File: src/rtl/cpu_pkg.sv
// Shared definitions for the accumulator CPU: opcodes, ALU selects, skip conditions
// and the controller's FSM state encodings.
package cpu_pkg;

    typedef enum logic [3:0] {
        OP_ADD   = 4'd0,
        OP_HALT  = 4'd1,
        OP_LOAD  = 4'd2,
        OP_STORE = 4'd3,
        OP_CLEAR = 4'd4,
        OP_SKIP  = 4'd5,
        OP_JUMP  = 4'd6,
        OP_SUB   = 4'd7,
        OP_AND   = 4'd8,
        OP_OR    = 4'd9,
        OP_NOT   = 4'd10
    } opcode_e;

    localparam logic [2:0] ALU_AND = 3'b000;
    localparam logic [2:0] ALU_ADD = 3'b001;
    localparam logic [2:0] ALU_SUB = 3'b010;
    localparam logic [2:0] ALU_OR  = 3'b100;

    localparam logic [1:0] SKIP_NEG   = 2'b00;
    localparam logic [1:0] SKIP_ZERO  = 2'b01;
    localparam logic [1:0] SKIP_POS   = 2'b10;
    localparam logic [1:0] SKIP_NEVER = 2'b11;

    localparam logic [3:0] S_IDLE   = 4'd0;
    localparam logic [3:0] S_F_ADDR = 4'd1;
    localparam logic [3:0] S_F_READ = 4'd2;
    localparam logic [3:0] S_DECODE = 4'd3;
    localparam logic [3:0] S_M_ADDR = 4'd4;
    localparam logic [3:0] S_M_READ = 4'd5;
    localparam logic [3:0] S_EXEC   = 4'd6;
    localparam logic [3:0] S_WB     = 4'd7;
    localparam logic [3:0] S_STORE  = 4'd8;
    localparam logic [3:0] S_HALT   = 4'd9;

    function automatic logic [2:0] alu_sel_for(input opcode_e op);
        case (op)
            OP_ADD:  return ALU_ADD;
            OP_SUB:  return ALU_SUB;
            OP_OR:   return ALU_OR;
            default: return ALU_AND;
        endcase
    endfunction

endpackage

File: src/rtl/cpu_skip_eval.sv
// SKIP condition evaluator: decides from AC and the two condition bits whether the
// next instruction is skipped.
module cpu_skip_eval
    import cpu_pkg::*;
#(
    parameter int unsigned DATA_WIDTH = 32
) (
    input  logic [DATA_WIDTH-1:0] i_ac,
    input  logic [1:0]            i_cond,
    output logic                  o_take
);

    logic w_neg;
    logic w_zero;

    assign w_neg  = i_ac[DATA_WIDTH-1];
    assign w_zero = (i_ac == '0);

    always_comb begin
        case (i_cond)
            SKIP_NEG:  o_take = w_neg;
            SKIP_ZERO: o_take = w_zero;
            SKIP_POS:  o_take = !w_neg && !w_zero;
            default:   o_take = 1'b0;
        endcase
    end

endmodule

File: src/rtl/accum_cpu_controller.sv
// Multi-cycle fetch/decode/execute sequencer for the accumulator CPU. Owns PC, IR,
// MBR and AC and drives the external single-port RAM and combinational ALU.
module accum_cpu_controller
    import cpu_pkg::*;
#(
    parameter int unsigned ADDR_WIDTH = 14,
    parameter int unsigned DATA_WIDTH = 32,
    parameter logic [31:0] RESET_PC   = 32'h100,
    parameter int unsigned PC_STEP    = 2
) (
    input  logic                  i_clk,
    input  logic                  i_reset,
    input  logic                  i_start,
    output logic [ADDR_WIDTH-1:0] o_mem_addr,
    output logic                  o_mem_cs,
    output logic                  o_mem_we,
    output logic                  o_mem_oe,
    output logic [DATA_WIDTH-1:0] o_mem_wdata,
    input  logic [DATA_WIDTH-1:0] i_mem_rdata,
    output logic [31:0]           o_alu_a,
    output logic [31:0]           o_alu_b,
    output logic [2:0]            o_alu_sel,
    input  logic [31:0]           i_alu_out,
    output logic [31:0]           o_pc,
    output logic [DATA_WIDTH-1:0] o_ac,
    output logic [DATA_WIDTH-1:0] o_ir,
    output logic                  o_instr_done,
    output logic                  o_halted
);

    logic [3:0]            r_state;
    logic [3:0]            w_state_d;
    logic [31:0]           r_pc;
    logic [DATA_WIDTH-1:0] r_ir;
    logic [DATA_WIDTH-1:0] r_mbr;
    logic [DATA_WIDTH-1:0] r_ac;

    opcode_e               w_opcode;
    logic [ADDR_WIDTH-1:0] w_operand;
    logic [31:0]           w_pc_inc;
    logic                  w_take;
    logic                  w_decode_done;
    logic [ADDR_WIDTH-1:0] w_addr;
    logic                  w_cs;
    logic                  w_oe;
    logic                  w_we;

    assign w_opcode      = opcode_e'(r_ir[30:27]);
    assign w_operand     = r_ir[ADDR_WIDTH-1:0];
    assign w_pc_inc      = r_pc + 32'(PC_STEP);
    assign w_decode_done = !(w_opcode inside {OP_ADD, OP_SUB, OP_AND, OP_OR,
                                              OP_LOAD, OP_STORE, OP_HALT});

    cpu_skip_eval #(
        .DATA_WIDTH (DATA_WIDTH)
    ) u_skip_eval (
        .i_ac   (r_ac),
        .i_cond (r_ir[11:10]),
        .o_take (w_take)
    );

    always_comb begin
        w_state_d = r_state;
        case (r_state)
            S_IDLE:   if (i_start) w_state_d = S_F_ADDR;
            S_F_ADDR: w_state_d = S_F_READ;
            S_F_READ: w_state_d = S_DECODE;
            S_DECODE: begin
                case (w_opcode)
                    OP_ADD, OP_SUB, OP_AND, OP_OR, OP_LOAD: w_state_d = S_M_ADDR;
                    OP_STORE: w_state_d = S_STORE;
                    OP_HALT:  w_state_d = S_HALT;
                    default:  w_state_d = S_F_ADDR;
                endcase
            end
            S_M_ADDR: w_state_d = S_M_READ;
            S_M_READ: w_state_d = (w_opcode == OP_LOAD) ? S_WB : S_EXEC;
            S_EXEC:   w_state_d = S_WB;
            S_WB:     w_state_d = S_F_ADDR;
            S_STORE:  w_state_d = S_F_ADDR;
            S_HALT:   w_state_d = S_HALT;
            default:  w_state_d = S_IDLE;
        endcase
    end

    always_ff @(posedge i_clk) begin
        if (i_reset) begin
            r_state <= S_IDLE;
            r_pc    <= RESET_PC;
            r_ir    <= '0;
            r_mbr   <= '0;
            r_ac    <= '0;
        end else begin
            r_state <= w_state_d;
            case (r_state)
                S_F_READ: begin
                    r_ir <= i_mem_rdata;
                    r_pc <= w_pc_inc;
                end
                S_DECODE: begin
                    case (w_opcode)
                        OP_CLEAR: r_ac <= '0;
                        OP_NOT:   r_ac <= ~r_ac;
                        OP_JUMP:  r_pc <= {5'd0, r_ir[26:0]};
                        OP_SKIP:  if (w_take) r_pc <= w_pc_inc;
                        default:  ;
                    endcase
                end
                S_M_READ: r_mbr <= i_mem_rdata;
                S_WB:     r_ac  <= (w_opcode == OP_LOAD) ? r_mbr : i_alu_out;
                default:  ;
            endcase
        end
    end

    always_comb begin
        w_addr       = '0;
        w_cs         = 1'b0;
        w_oe         = 1'b0;
        w_we         = 1'b0;
        o_alu_sel    = ALU_AND;
        o_instr_done = 1'b0;
        o_halted     = 1'b0;
        case (r_state)
            S_F_ADDR, S_F_READ: begin
                w_addr = r_pc[ADDR_WIDTH-1:0];
                w_cs   = 1'b1;
                w_oe   = 1'b1;
            end
            S_M_ADDR, S_M_READ: begin
                w_addr = w_operand;
                w_cs   = 1'b1;
                w_oe   = 1'b1;
            end
            S_STORE: begin
                w_addr       = w_operand;
                w_cs         = 1'b1;
                w_we         = 1'b1;
                o_instr_done = 1'b1;
            end
            S_DECODE: o_instr_done = w_decode_done;
            S_EXEC:   o_alu_sel = alu_sel_for(w_opcode);
            S_WB: begin
                o_alu_sel    = alu_sel_for(w_opcode);
                o_instr_done = 1'b1;
            end
            S_HALT:   o_halted = 1'b1;
            default:  ;
        endcase
    end

    // Strobes are masked while reset is high so an interrupted STORE never writes.
    assign o_mem_addr  = w_addr;
    assign o_mem_cs    = w_cs & ~i_reset;
    assign o_mem_oe    = w_oe & ~i_reset;
    assign o_mem_we    = w_we & ~i_reset;
    assign o_mem_wdata = r_ac;
    assign o_alu_a     = r_ac;
    assign o_alu_b     = r_mbr;
    assign o_pc        = r_pc;
    assign o_ac        = r_ac;
    assign o_ir        = r_ir;

endmodule

File: config.mk
export PLATFORM = sky130hd
export DESIGN_NAME = accum_cpu_controller
export DESIGN_NICKNAME = d
export VERILOG_FILES = /design/src/rtl/cpu_pkg.sv /design/src/rtl/cpu_skip_eval.sv /design/src/rtl/accum_cpu_controller.sv
export SDC_FILE = /design/constraint.sdc
export NUM_CORES = 1
export LEC_CHECK = 0
export ABC_CLOCK_PERIOD_IN_PS = 2300
export BUFFER_PORTS_ARGS = -buffer_cell sky130_fd_sc_hd__clkbuf_2
export CORE_UTILIZATION = 44
export DETAILED_ROUTE_END_ITERATION = 6
export PLACE_DENSITY = 0.82
export SLEW_MARGIN = 30
export SYNTH_ARGS = -nofsm -noshare
export SYNTH_HDL_FRONTEND = slang
export SYNTH_HIERARCHICAL = 1
export SYNTH_SLANG_ARGS = --single-unit
File: constraint.sdc
create_clock -name i_clk -period 2.3 [get_ports i_clk]
set_input_delay 0.345 -clock i_clk [delete_from_list [all_inputs] [get_ports i_clk]]
set_output_delay 0.345 -clock i_clk [all_outputs]
set_load 0.02 [all_outputs]
==> results of run 1 <==
[layout by cell type, fill, tap and decap left out, types with 11 or more instances in the layout]
| master | count |
|---|---|
| sky130_fd_sc_hd__nand3_1 | 13 |
| sky130_fd_sc_hd__a22o_1 | 14 |
| sky130_fd_sc_hd__clkbuf_16 | 18 |
| sky130_fd_sc_hd__o21ai_0 | 11 |
| sky130_fd_sc_hd__dfxtp_2 | 18 |
| sky130_fd_sc_hd__clkbuf_2 | 278 |
| sky130_fd_sc_hd__nand2_1 | 161 |
| sky130_fd_sc_hd__o22ai_1 | 42 |
| sky130_fd_sc_hd__dfxtp_1 | 110 |
| sky130_fd_sc_hd__nor2_1 | 85 |
| sky130_fd_sc_hd__buf_4 | 87 |
| sky130_fd_sc_hd__a21oi_1 | 90 |
| sky130_fd_sc_hd__nor3_1 | 43 |
| sky130_fd_sc_hd__mux2i_1 | 37 |
| sky130_fd_sc_hd__a211oi_1 | 11 |
[worst min-delay path by stage]
stage,from,endpoint,cells after the start
after floorplan,i_mem_rdata[29],o_ir[29],2
after global placement,o_ir[31],o_ir[31],2
after detailed placement,o_ir[31],o_ir[31],2
after CTS,i_mem_rdata[22],o_alu_b[22],3
after global routing,i_mem_rdata[31],o_ir[31],3
final,i_mem_rdata[20],o_alu_b[20],3
[layout make-up]
| class | instances | area share |
|---|---|---|
| multi-input cells | 648 | 0.403 |
| repair buffers | 375 | 0.228 |
| inverters | 10 | 0.00390 |
| well taps | 211 | 0.0274 |
| clock buffers | 18 | 0.0456 |
| flip-flops and latches | 132 | 0.278 |
| clock inverters | 14 | 0.0143 |
[layer usage]
layer  vias up  part of all wire  GRT usage
met3        52             0.082     0.0590
met4         0             0.023      0.107
met5         -                 0          0
li1       3738                 -          -
met2       407              0.49      0.507
met1      3726              0.40      0.370
[worst reg2reg max path, cell delays in order (launching register included)]
cell                      delay, ps
sky130_fd_sc_hd__dfxtp_2        340
sky130_fd_sc_hd__nor4_4         290
sky130_fd_sc_hd__buf_4          160
sky130_fd_sc_hd__nand4_1         80
sky130_fd_sc_hd__o31a_1         260
sky130_fd_sc_hd__a21oi_2        220
sky130_fd_sc_hd__inv_2           90
sky130_fd_sc_hd__o31ai_4        220
sky130_fd_sc_hd__nand2_2        120
sky130_fd_sc_hd__or4_1          520
sky130_fd_sc_hd__a21oi_1        140
[power by group through the flow]
stage                     logic (mW)  clock network, mW  registers (mW)
final                           1.12               2.65            2.46
after global routing            1.19               2.79            2.46
after CTS                       1.04               2.67            2.45
after detailed placement        1.02                  0            2.50
after global placement          1.00                  0            2.50
after floorplan                0.556                  0            2.56
[flip-flops by register name, indices dropped and copies added (netlist names)]
| register | count |
|---|---|
| o_ac | 32 |
| o_ir | 32 |
| o_pc | 32 |
| r_state | 4 |
| o_alu_b | 32 |
[timing repair]
action                                  in CTS  in global routing
resized for setup                           21                 42
buffers inserted                             2                  4
gates cloned                                 0                  2
endpoints found under the setup margin      32                 49
pin swaps                                   10                 17
[cell families after synthesis]
| logic type | after synthesis | synth area share |
|---|---|---|
| flops | 132 | 0.376 |
| xor+xnor | 4 | 0.00498 |
| mux | 38 | 0.0543 |
| simple gates | 386 | 0.260 |
| buf+inv | 142 | 0.111 |
| compound gates | 219 | 0.192 |
| fa+ha+maj | 1 | 0.00178 |
[stage by stage]
| stage | std cells | setup slack (ps) | total power, mW | instance area (µm²) | TNS, ps |
|---|---|---|---|---|---|
| 6_report | 1408 | -219 | 6.22 | 9630 | -2330 |
| 5_1_grt | 1408 | -345 | 6.45 | 9630 | -5690 |
| 4_1_cts | 1403 | -190 | 6.16 | 9430 | -1170 |
| 3_5_place_dp | 1369 | -311 | 3.52 | 8750 | -5100 |
| 3_3_place_gp | 1369 | -272 | 3.50 | 8750 | -3280 |
| 2_1_floorplan | 922 | 35.0 | 3.12 | 7100 | 0 |
==> flow_metrics.tcl, run 1 <==
set metrics [dict create \
    antenna_found_initial 0 \
    share_clk_of_total_power 0.426 \
    min_period_ps 2520 \
    power.density_mw_per_mm2 646 \
    yosys-top-cells-count "sky130_fd_sc_hd__nand2_1, sky130_fd_sc_hd__dfxtp_1, sky130_fd_sc_hd__a21oi_1" \
    netlist-cell-type-count 67 \
    io_pins 281 \
    global_route.usage.total 0.297 \
    global_route.overflow_total 0 \
    post_synth.cell_area_avg_um2 7.63 \
    layout.filler_cells 1388 \
    grt_max_degree 80 \
    ys_seq_elements 132 \
    critPathCaptureType "flip-flop" \
    worst_path_dominant_cell_family "simple AND/OR/NAND/NOR gates" \
    insertedDiodeCount 0 \
    critical_path.max_fanout 5 \
    timing.final.hold_violations 0 \
    die_height_um 128 \
    final_util 0.624 \
    cts_inserted_buffers 17 \
    netlist_area_mm2 0.00703 \
    worstRegToRegCells 10 \
    hold_slack_ps 155 \
    dp_hpwl_um 18200 \
    critical_path_depth 10 \
    worst_path_max_delay_cell "sky130_fd_sc_hd__or4_1" \
    postRouteAntennaNets 0 \
    detail_route.vias_per_cell 5.63 \
    port-buffer-count 280 \
    yosys.cell_count.top_type "sky130_fd_sc_hd__nand2_1" \
    final.setup.worst_slack_ps -219 \
    finalClockSkew_ps 8.29 \
    wl_per_cell_um 17.9 \
    synth-main-ff-cell "sky130_fd_sc_hd__dfxtp_1" \
    final.period_utilization 1.10 \
    critical_path_buf_inv_count 2 \
    switching_share 0.292 \
    design.final.nets 1252 \
    post_synth_inst_count 922 \
    cts_hold_repair.buffers 0 \
    drv_cap 0 \
    regToRegStartpoint "o_ac[28]" \
    crit_path_end "o_pc[29]" \
    drc 0 \
    cts_sinks 132 \
    crit_chain "nor4_4 > buf_4 > nand4_1 > o31a_1 > a21oi_2 > inv_2 > o31ai_4 > nand2_2 > or4_1 > a21oi_1" \
    rsz0062_at_grt "yes" \
    root_buffer "sky130_fd_sc_hd__clkbuf_16" \
    netlist_top_cells_area "sky130_fd_sc_hd__dfxtp_1, sky130_fd_sc_hd__nand2_1, sky130_fd_sc_hd__buf_4, sky130_fd_sc_hd__a21oi_1, sky130_fd_sc_hd__mux2i_1" \
    vias 7923 \
    area.growth.synth_to_final_pct 36.9 \
    synth.net_count 990 \
    critical_path_required_ps 2650 \
    setup_viol_count_final 26 \
    synth-edff-count 0 \
    timing.hold.worst.class "in2reg" \
    grt_pass1_wl_um 37900 \
    final_weighted_congestion_in_routability_driven_placement 0.946 \
    source_to_sink_clock_delay_at_the_later_pin_of_the_worst_skew_pair_ps 430 \
    p_int_mw 4.40 \
    area_taken_by_multi_input_logic_gates_mm2 0.00388 \
    worstSetupPathType "reg2reg" \
    failed_checks "setup timing" \
    static-leakage-power_nw 4.04 \
    die_x_um 128 \
    maximum_number_of_buffers_from_clock_root_to_sink 2 \
    power.sequential.fraction 0.395 \
    net_switching_mw 1.82 \
    status "finished with violations" \
    share_comb_of_total_power 0.180 \
    share_of_post_route_cells_with_drive_strength_above_1 0.407 \
    routed_wirelength_um 25200 \
    rr_endpoint "o_pc[29]" \
    drt_first_pass_iters 6 \
    clkTransAtPathRegs_ps 60 \
    cts_tree "done" \
    dieArea_mm2 0.0165 \
    cts.htree.levels 4 \
    floorplan.initialDensity 0.456 \
    ir_worst_vdd_mv 0.577 \
    iteration_0_drc_markers 673 \
    critical_path_arrival_ps 2870 \
    number_of_global_route_vias_before_repair 7092 \
    crit_path_max_incr_delay_ps 520 \
    timing.fmax_mhz 397 \
    register_area_mm2 0.00268 \
    r2r_slack_ps -220 \
    placementRows 45 \
    critPathLaunchType "flip-flop" \
    crit_path_from "o_ac[28]" \
    yosysWarningCount 6 \
    timing.final.max_slew_violations 0 \
    core_footprint_mm2 0.0154 \
    max-slew-margin-rel 0.421 \
    timing_worst_slew_pin_value_ps 869 \
    async_flop_share 0 \
    leading_area_contributor_after_synthesis "sky130_fd_sc_hd__dfxtp_1" \
    synth_sequential_area_ratio 0.376 \
    yosys_top_cell_area_share 0.376 \
]
(Power assumes the default switching activity.)
==> run 2: changes to the inputs <==
==> constraint.sdc (replaced) <==
create_clock -name i_clk -period 2.3 [get_ports i_clk]
set_input_delay 0.345 -clock i_clk [delete_from_list [all_inputs] [get_ports i_clk]]
set_output_delay 0.345 -clock i_clk [all_outputs]
set_load 0.005 [all_outputs]
==> flow_metrics.tcl, run 2 (same netlist as run 1, synthesis figures left out) <==
set metrics [dict create \
    timing_worst_slew_pin_value_ps 589 \
    die_x_um 128 \
    timing.final.hold_violations 0 \
    hold_slack_ps 167 \
    crit_path_max_incr_delay_ps 490 \
    drt_first_pass_iters 5 \
    timing.hold.worst.class "in2reg" \
    placementRows 45 \
    critPathLaunchType "flip-flop" \
    io_pins 281 \
    routed_wirelength_um 25000 \
    r2r_slack_ps -230 \
    antenna_found_initial 3 \
    critical_path.max_fanout 4 \
    dp_hpwl_um 18100 \
    regToRegStartpoint "o_ac[6]" \
    clkTransAtPathRegs_ps 60 \
    critical_path_arrival_ps 2870 \
    global_route.usage.total 0.294 \
    number_of_global_route_vias_before_repair 7197 \
    grt_pass1_wl_um 37900 \
    area.growth.synth_to_final_pct 36.6 \
    finalNonFillerCells 1405 \
    critical_path_required_ps 2640 \
    wl_per_cell_um 17.8 \
    cts_sinks 132 \
    cts_inserted_buffers 17 \
    static-leakage-power_nw 4.02 \
    min_period_ps 2530 \
    failed_checks "setup timing" \
    crit_path_from "o_ac[6]" \
    worstSetupPathType "reg2reg" \
    worst_path_max_delay_cell "sky130_fd_sc_hd__or4_1" \
    status "finished with violations" \
    port-buffer-count 280 \
    crit_chain "nor4_2 > nand4_1 > o31a_1 > a21oi_4 > inv_2 > o31ai_4 > nand2_2 > or4_1 > a21oi_2" \
    root_buffer "sky130_fd_sc_hd__clkbuf_16" \
    design.final.nets 1248 \
    critPathCaptureType "flip-flop" \
    iteration_0_drc_markers 742 \
    vias 7996 \
    final.setup.worst_slack_ps -227 \
    share_of_post_route_cells_with_drive_strength_above_1 0.388 \
    detail_route.vias_per_cell 5.69 \
    rr_endpoint "o_pc[30]" \
    power.density_mw_per_mm2 677 \
    final.period_utilization 1.10 \
    source_to_sink_clock_delay_at_the_later_pin_of_the_worst_skew_pair_ps 420 \
    grt_max_degree 133 \
    worstRegToRegCells 9 \
    drc 0 \
    global_route.overflow_total 0 \
    setup_viol_count_final 18 \
    cts_tree "done" \
    ir_worst_vdd_mv 0.519 \
    maximum_number_of_buffers_from_clock_root_to_sink 2 \
    highest_count_cells_in_the_layout_ignoring_fill_and_taps "sky130_fd_sc_hd__clkbuf_2, sky130_fd_sc_hd__nand2_1, sky130_fd_sc_hd__dfxtp_1" \
    layout.filler_cells 1405 \
    floorplan.initialDensity 0.456 \
    dieArea_mm2 0.0165 \
    crit_path_end "o_pc[30]" \
    rsz0062_at_grt "yes" \
    cts_hold_repair.buffers 0 \
    post_layout_power_mw 6.51 \
    timing.fmax_mhz 396 \
    most_common_cell_after_layout_fill_and_taps_aside "sky130_fd_sc_hd__clkbuf_2" \
    timing.final.max_slew_violations 0 \
    core_footprint_mm2 0.0154 \
    final_weighted_congestion_in_routability_driven_placement 0.923 \
    drv_cap 0 \
    die_height_um 128 \
    postRouteAntennaNets 0 \
    finalClockSkew_ps 9.58 \
    max-slew-margin-rel 0.607 \
    dp_cells 1367 \
    cts.htree.levels 4 \
]
==> run 2: cell count changes in the layout (fill, tap and decap cells not counted), sizes merged <==
cell,delta
clkinv,-9
buf,-4
bufinv,+3
clkbuf,+2
diode,+2
inv,+2
clkinvlp,+1
==> run 2: power breakdown <==
part,switching (mW),total (mW),internal [mW]
logic,0.570,1.01,0.436
clock network,1.03,3.04,2.01
registers,0.0974,2.46,2.37
==> run 2: worst min-delay path by stage <==
stage	end	slack, ps	from	cells after the start
CTS	o_alu_b[9]	150	i_mem_rdata[9]	3
global placement	o_ir[31]	450	o_ir[31]	2
detailed placement	o_ir[31]	450	o_ir[31]	2
finish	o_ir[28]	170	i_mem_rdata[28]	3
floorplan	o_ir[31]	450	o_ir[31]	2
global route	o_ir[6]	160	i_mem_rdata[6]	3
==> run 2: worst max-delay path: cells and delay by family (launching register included) <==
family	cells	cell delay (ps)
buffers and inverters	1	90
flip-flops	1	320
AO/OA/AOI/OAI	4	900
AND/OR/NAND/NOR	4	1130
==> run 2: metrics by stage <==
| step | cell area (µm²) | TNS (ps) | worst slack [ps] | utilization |
|---|---|---|---|---|
| 2_1_floorplan | 7050 | -5.56 | -5.56 | - |
| 3_3_place_gp | 8700 | -3550 | -336 | 0.564 |
| 3_5_place_dp | 8700 | -5970 | -460 | 0.564 |
| 4_1_cts | 9470 | -1580 | -167 | 0.614 |
| 5_1_grt | 9610 | -4130 | -321 | 0.623 |
| 6_report | 9610 | -2260 | -227 | 0.623 |
==> run 2: routing by layer <==
layer	global-route usage	up-vias	share of wire
li1	-	3725	-
met1	0.369	3782	0.41
met2	0.479	421	0.48
met3	0.0661	66	0.073
met4	0.137	2	0.034
met5	0	-	0.00048
==> run 2: cell type report <==
type | instances | area, µm² | area share
clock buffer | 20 | 467 | 0.0486
antenna | 2 | 5.00 | 0.000521
clock inverter | 11 | 198 | 0.0206
tap | 211 | 264 | 0.0275
timing repair buffer | 371 | 2160 | 0.225
multi-input combinational | 648 | 3820 | 0.397
sequential | 132 | 2660 | 0.277
inverter | 10 | 37.5 | 0.00391
==> run 2: timing repair <==
action / 4_1_cts / 5_1_grt
gates resized for setup: 21 / 27
setup endpoints to repair: 31 / 47
buffers inserted: 2 / 2
cloned: 0 / 1
pin swaps: 9 / 5
